### src/rtl/sfu_ctrl.sv
// Control sequencer for the SFU bank and its partial-sum SRAM: per row it pops the
// output FIFO, reads psum, pulses the SFU, then writes back, over several accumulation passes.
module sfu_ctrl #(
   parameter int addr_bw = 4,
   parameter int len     = 16,
   parameter int pass_bw = 4
) (
   input  logic               clk,
   input  logic               reset,
   input  logic               start,
   input  logic [pass_bw-1:0] num_pass,
   input  logic [addr_bw-1:0] base_addr,
   input  logic               ofifo_valid,
   output logic               ofifo_rd,
   output logic               pmem_cen,
   output logic               pmem_wen,
   output logic [addr_bw-1:0] pmem_addr,
   output logic               sfu_valid,
   output logic               acc_clr,
   output logic               relu_en,
   output logic               busy,
   output logic               done
);

   typedef enum logic [2:0] {IDLE, RD, EX, WR, DONE} state_t;

   localparam logic [addr_bw-1:0] row_last = addr_bw'(len - 1);

   state_t             state;
   logic [addr_bw-1:0] base;
   logic [addr_bw-1:0] row;
   logic [pass_bw-1:0] pass;
   logic [pass_bw-1:0] last;

   // Outputs are registered, so every RD strobe is decided from ofifo_valid sampled on the
   // edge that enters or re-enters RD; ofifo_rd high in RD means the pop was issued this cycle.
   always_ff @(posedge clk or negedge reset) begin
      if (!reset) begin
         state     <= IDLE;
         base      <= '0;
         row       <= '0;
         pass      <= '0;
         last      <= '0;
         ofifo_rd  <= 1'b0;
         pmem_cen  <= 1'b1;
         pmem_wen  <= 1'b1;
         pmem_addr <= '0;
         sfu_valid <= 1'b0;
         acc_clr   <= 1'b0;
         relu_en   <= 1'b0;
         busy      <= 1'b0;
         done      <= 1'b0;
      end else begin
         ofifo_rd  <= 1'b0;
         pmem_cen  <= 1'b1;
         pmem_wen  <= 1'b1;
         sfu_valid <= 1'b0;
         acc_clr   <= 1'b0;
         relu_en   <= 1'b0;
         done      <= 1'b0;
         case (state)
            IDLE: begin
               if (start) begin
                  base      <= base_addr;
                  last      <= (num_pass == '0) ? '0 : num_pass - pass_bw'(1);
                  row       <= '0;
                  pass      <= '0;
                  busy      <= 1'b1;
                  state     <= RD;
                  pmem_addr <= base_addr;
                  ofifo_rd  <= ofifo_valid;
                  pmem_cen  <= ~ofifo_valid;
               end
            end
            RD: begin
               if (ofifo_rd) begin
                  state     <= EX;
                  sfu_valid <= 1'b1;
                  acc_clr   <= (pass == '0);
                  relu_en   <= (pass == last);
               end else begin
                  ofifo_rd  <= ofifo_valid;
                  pmem_cen  <= ~ofifo_valid;
               end
            end
            EX: begin
               state    <= WR;
               pmem_cen <= 1'b0;
               pmem_wen <= 1'b0;
               relu_en  <= relu_en;
            end
            WR: begin
               if (row != row_last) begin
                  row       <= row + addr_bw'(1);
                  pmem_addr <= base + row + addr_bw'(1);
                  state     <= RD;
                  ofifo_rd  <= ofifo_valid;
                  pmem_cen  <= ~ofifo_valid;
               end else begin
                  row       <= '0;
                  pmem_addr <= base;
                  if (pass == last) begin
                     state <= DONE;
                     done  <= 1'b1;
                  end else begin
                     pass     <= pass + pass_bw'(1);
                     state    <= RD;
                     ofifo_rd <= ofifo_valid;
                     pmem_cen <= ~ofifo_valid;
                  end
               end
            end
            DONE: begin
               state <= IDLE;
               busy  <= 1'b0;
            end
            default: begin
               state <= IDLE;
               busy  <= 1'b0;
            end
         endcase
      end
   end

endmodule

### config.mk
export PLATFORM = sky130hd
export DESIGN_NAME = sfu_ctrl
export DESIGN_NICKNAME = d
export VERILOG_FILES = /design/src/rtl/sfu_ctrl.sv
export SDC_FILE = /design/constraint.sdc
export NUM_CORES = 1
export LEC_CHECK = 0
export ABC_CLOCK_PERIOD_IN_PS = 3400
export CORE_MARGIN = 2
export CORE_UTILIZATION = 40
export CTS_CLUSTER_DIAMETER = 80
export DETAILED_ROUTE_END_ITERATION = 8
export PLACE_DENSITY_LB_ADDON = 0.08
export SETUP_SLACK_MARGIN = 0.5
export SKIP_CTS_REPAIR_TIMING = 1
export SLEW_MARGIN = 20
export SYNTH_ARGS = -nofsm -noshare
export SYNTH_HDL_FRONTEND = slang
export SYNTH_SLANG_ARGS = --single-unit
### constraint.sdc
create_clock -name clk -period 3.4 [get_ports clk]
set_clock_uncertainty 0.2 [all_clocks]
set_input_delay 0.68 -clock clk [delete_from_list [all_inputs] [get_ports clk]]
set_output_delay 0.68 -clock clk [all_outputs]
set_load 0.03 [all_outputs]
After elaboration in Yosys (flattened, before gate mapping)
Cells that the tools add are included.
W data, S select, Z words.
{"block": "op_classes", "n_addsub": 5, "eq_ne": 9, "mux": 37, "n_bitwise": 2, "n_reduce_logical": 10}
{"op": "$mux W4", "n": 7}
{"op": "$pmux W4 S2", "n": 3}
{"op": "$mux W1", "n": 18}
{"op": "$add A4 B1 Y4 const B", "n": 3}
{"op": "$mux W3", "n": 4}
{"op": "$pmux W3 S4", "n": 1}
{"op": "$logic_not A4 Y1", "n": 2}
{"op": "$ne A2 B2 Y1 const B", "n": 4}
{"op": "$reduce_and A2 Y1", "n": 4}
{"op": "$eq A3 B2 Y1 const B", "n": 2}
{"op": "$add A4 B4 Y4", "n": 1}
{"op": "$eq A4 B4 Y1", "n": 1}
{"op": "$ne A4 B4 Y1 const B", "n": 1}
{"op": "$pmux W1 S2", "n": 2}
{"op": "$pmux W1 S4", "n": 1}
{"op": "$reduce_and A4 Y1", "n": 1}
{"op": "$sub A4 B1 Y4 const B", "n": 1}
{"op": "$eq A3 B1 Y1 const B", "n": 1}
{"op": "$logic_not A3 Y1", "n": 1}
{"op": "$pmux W1 S3", "n": 1}
{"op": "$reduce_or A3 Y1", "n": 1}
{"op": "$not A1 Y1", "n": 2}
{"op": "$reduce_bool A2 Y1", "n": 1}
{"block": "word_totals", "regBits": 31, "in_bits": 12, "elab_cells": 77}

Depth between registers and ports, before layout
{"block": "depth", "word_depth": 4, "ltp_mapped": 6}

Worst setup path before layout
OpenSTA, ideal clock, no wires.
{"block": "synth_timing", "kind": "input-to-reg", "startpoint": "input num_pass[1]", "endpoint": "register last[2]", "setup_time_ps": 82, "arrival_time_ps": 1485, "slack_ps": 1633, "stages": 2, "path_buffers": 0, "cell_sequence": "or4b_2 > a31oi_1"}
{"block": "synth_between", "elab_chain_cells": 2, "word_cells_on_any_way": 3, "cone_classes": "add/sub: 1; mux: 1; reduce/logical: 1"}
{"element": "start, declared", "line": "11", "text": "input logic [pass_bw-1:0] num_pass,"}
{"element": "$sub A4 B1 Y4 or $logic_not A4 Y1 (tied branches)", "line": "65", "text": "last <= (num_pass == '0) ? '0 : num_pass - pass_bw'(1);"}
{"element": "$mux W4 *", "line": "65"}
{"element": "end signal, assigned", "line": "65"}
{"element": "end, declared", "line": "33", "text": "logic [pass_bw-1:0] last;"}
Mark *: on every way between the ends. The rest lies on a longest branch, timed or not.
A chain may end at the register's enable or synchronous reset.

Worst setup path after layout
{"block": "layout_timing", "startpoint": "register pmem_wen", "endpoint": "output pmem_wen"}
{"element": "start, declared", "line": "16", "text": "output logic pmem_wen,"}
{"element": "start signal, assigned", "line": "46", "text": "pmem_wen <= 1'b1;"}
{"element": "start signal, assigned", "line": "56", "text": "pmem_wen <= 1'b1;"}
{"element": "start signal, assigned", "line": "89", "text": "pmem_wen <= 1'b0;"}
No word-level cell between the ends.

==> reports/qor.yml <==
finish:
  drive_gt1_frac: 0.121
  area.growth.synth_to_final_pct: 20.7
  finalNonFillerCells: 249
  utilization: 0.507
  nets: 217
  diodes: 0
  fillers: 372
grt:
  grt_pass1_wl_um: 6530
  grt_pass1_vias: 1399
  gr-total-overflow: 0
  grt_use_total: 0.171
  grt_max_degree: 32
  grt_antenna_before_repair: 0
routing:
  wirelength_um: 3640
  via_per_inst: 5.37
  firstDrtPassIters: 4
  routedWlPerCell_um: 14.6
  drc: 0
  num_vias: 1337
  ant_nets: 0
  detail_route.iter0.violations: 73
critical_path:
  cp.required_ns: 2.52
  cp_cell_sequence: "clkdlybuf4s50_1"
  worstSetupStartpoint: "pmem_wen$_DFF_PN1_"
  cp-start-kind: "register"
  cp_top_family: "buffers and inverters"
  critPathKind: "reg -> out"
  end_kind: "primary output"
  cp_num_buf_inv: 1
  worstPathArrival_ns: 1.45
  slowest_stage: "clkdlybuf4s50_1"
  critPathMaxFanout: 1
  r2r_start: "state[1]$_DFFE_PN0P_"
  rrSetupSlack_ns: 1.47
  critPathMaxStageDelay_ns: 0.65
yosys:
  synth-simple-area-share: 0.231
  synth_xor_area_frac: 0.0257
  synth_area_leaders: "dfrtp_1 (43%), nand2_1 (5.1%), ha_1 (4.4%)"
  synth_area_mm2: 0.00170
  ys_seq_area_frac: 0.457
  synth_fp_nets: 190
  ys_ff_latch: 31
  yosysTopAreaCellShare: 0.426
  synth-edff-count: 0
  synth_compound_area_frac: 0.156
  ys.flop_type: "dfrtp_1"
  synth_top_family_by_area: "simple AND/OR/NAND/NOR gates"
  netlist_instances: 171
  netlist-cell-type-count: 48
  muxShareOfSynthArea: 0.0265
  synth_top_area_cell: "dfrtp_1"
  synth-adder-area-share: 0.0558
  ys_warn_count: 0
  syn_avg_cell_area_um2: 9.96
  synthTopCellsByCount: "dfrtp_1 (29), nand2_1 (23), inv_1 (12), o21ai_0 (11), nor2_1 (10)"
  synth.most_common_cell: "dfrtp_1"
  async_flop_share: 1.00
clocking:
  numClockSinks: 31
  cts-root-buf: "clkbuf_8"
  numCtsBuffers: 5
  clk_path_buf_depth: 2
  htree_levels: 2
  path_clk_slew_ns: 0.06
  insertion_delay_ns: 0.28
  cts_tree: "yes"
power:
  ir_drop_v: 0.000438
  p_per_area_mw_per_mm2: 786
  p_leak_nw: 0.897
floorplanning:
  ioPinCount: 24
  core-area_mm2: 0.00406
  rows: 23
  die_w_um: 69.2
  start_util: 0.420
  die_h_um: 69.2
  dieArea_mm2: 0.00479
run:
  drv_cap: 0
timing:
  period_minus_slack_ns: 2.33
  maxSlewViolCount: 0
  fin_tns_setup_ns: 0
  max_clock_freq_ghz: 0.429
  fin_crit_sh: 0.685
  grt_setup_unrepaired: "no"
  relSlewSlack: 0.669
  finalSetupViolations: 0
  hold_viol: 0
  worst_pin_slew_ns: 0.497
outcome:
  outcome: "finished, final reports clean"
placed_design:
  dp_hpwl_um: 2560
  gp_congestion: 0.737
  dp.cells: 241
  io_buffers: 23
min_path:
  worstHoldPathType: "reg -> reg"
  min_from: "last[1]$_DFFE_PN0P_"
cells by family (layout without fill, tap and decap cells):
group           count (synthesis)  in the layout
simple gates                   65             65
compound gates                 42             42
fa+ha+maj                       7              7
mux                             4              4
xor+xnor                        5              5
flops                          31             31
buf+inv                        17             45
cells in the final DEF, fill, tap and decap left out, types with 2 or more instances in the layout:
cell type	count
dfrtp_1	29
nand2_1	23
clkdlybuf4s50_1	23
inv_1	12
o21ai_0	11
nor2_1	10
a21oi_1	7
nand3_1	7
ha_1	6
xnor2_1	5
o21ai_1	5
clkbuf_8	5
o31ai_1	3
mux2i_1	3
o211ai_1	3
nor3_1	3
nor3_2	2
nor2b_1	2
a21o_1	2
nand2_2	2
nand2b_1	2
o22ai_1	2
o2111ai_1	2
clkbuf_1	2
buf_4	2
dfstp_2	2
worst paths after layout:
check / to / cells after the start
min reg2reg: last[1]$_DFFE_PN0P_ / 2
min in group asynchronous: acc_clr$_DFF_PN0_ / 2
max in group asynchronous: pmem_cen$_DFF_PN1_ / 2
min: last[1]$_DFFE_PN0P_ / 2
max: pmem_wen / 1
max reg2reg: pass[1]$_DFFE_PN0P_ / 4
per-stage QoR:
stage	setup WS [ns]	power, mW	hold WS (ns)	instance area (um2)
2_1_floorplan	1.63	1.13	0.184	1700
3_3_place_gp	0.869	1.33	0.285	1970
3_5_place_dp	0.819	1.35	0.289	1970
4_1_cts	1.06	1.64	0.308	2060
5_1_grt	1.01	1.75	0.330	2060
6_report	1.07	1.62	0.300	2060
metal layers:
metal / vias to the layer above / global-route usage / wire length (um)
li1: 656 / - / -
met5: - / 0 / 0
met2: 40 / 0.276 / 1720
met4: 0 / 0.0806 / 74
met1: 633 / 0.210 / 1670
met3: 8 / 0.0523 / 168
power breakdown:
part	switching, mW	leakage, nW	internal, mW
Combinational	0.408	0.464	0.317
Clock	0.135	0.0422	0.143
Sequential	0.119	0.390	0.492
area by class of cell:
| cell class | count | area [um2] | area share |
|---|---|---|---|
| multi-input cells | 123 | 843 | 0.410 |
| flip-flops and latches | 31 | 778 | 0.379 |
| repair buffers | 25 | 245 | 0.119 |
| clock buffers | 7 | 76.3 | 0.0371 |
| well taps | 50 | 62.6 | 0.0304 |
| inverters | 12 | 45.0 | 0.0219 |
| clock inverters | 1 | 5.00 | 0.00243 |
sequential cells by signal, summed over array words and instances (netlist names), 3 cells and up:
| register | count |
|---|---|
| base | 4 |
| last | 4 |
| pass | 4 |
| pmem_addr | 4 |
| row | 4 |
| state | 3 |
(Power assumes the default switching activity.)
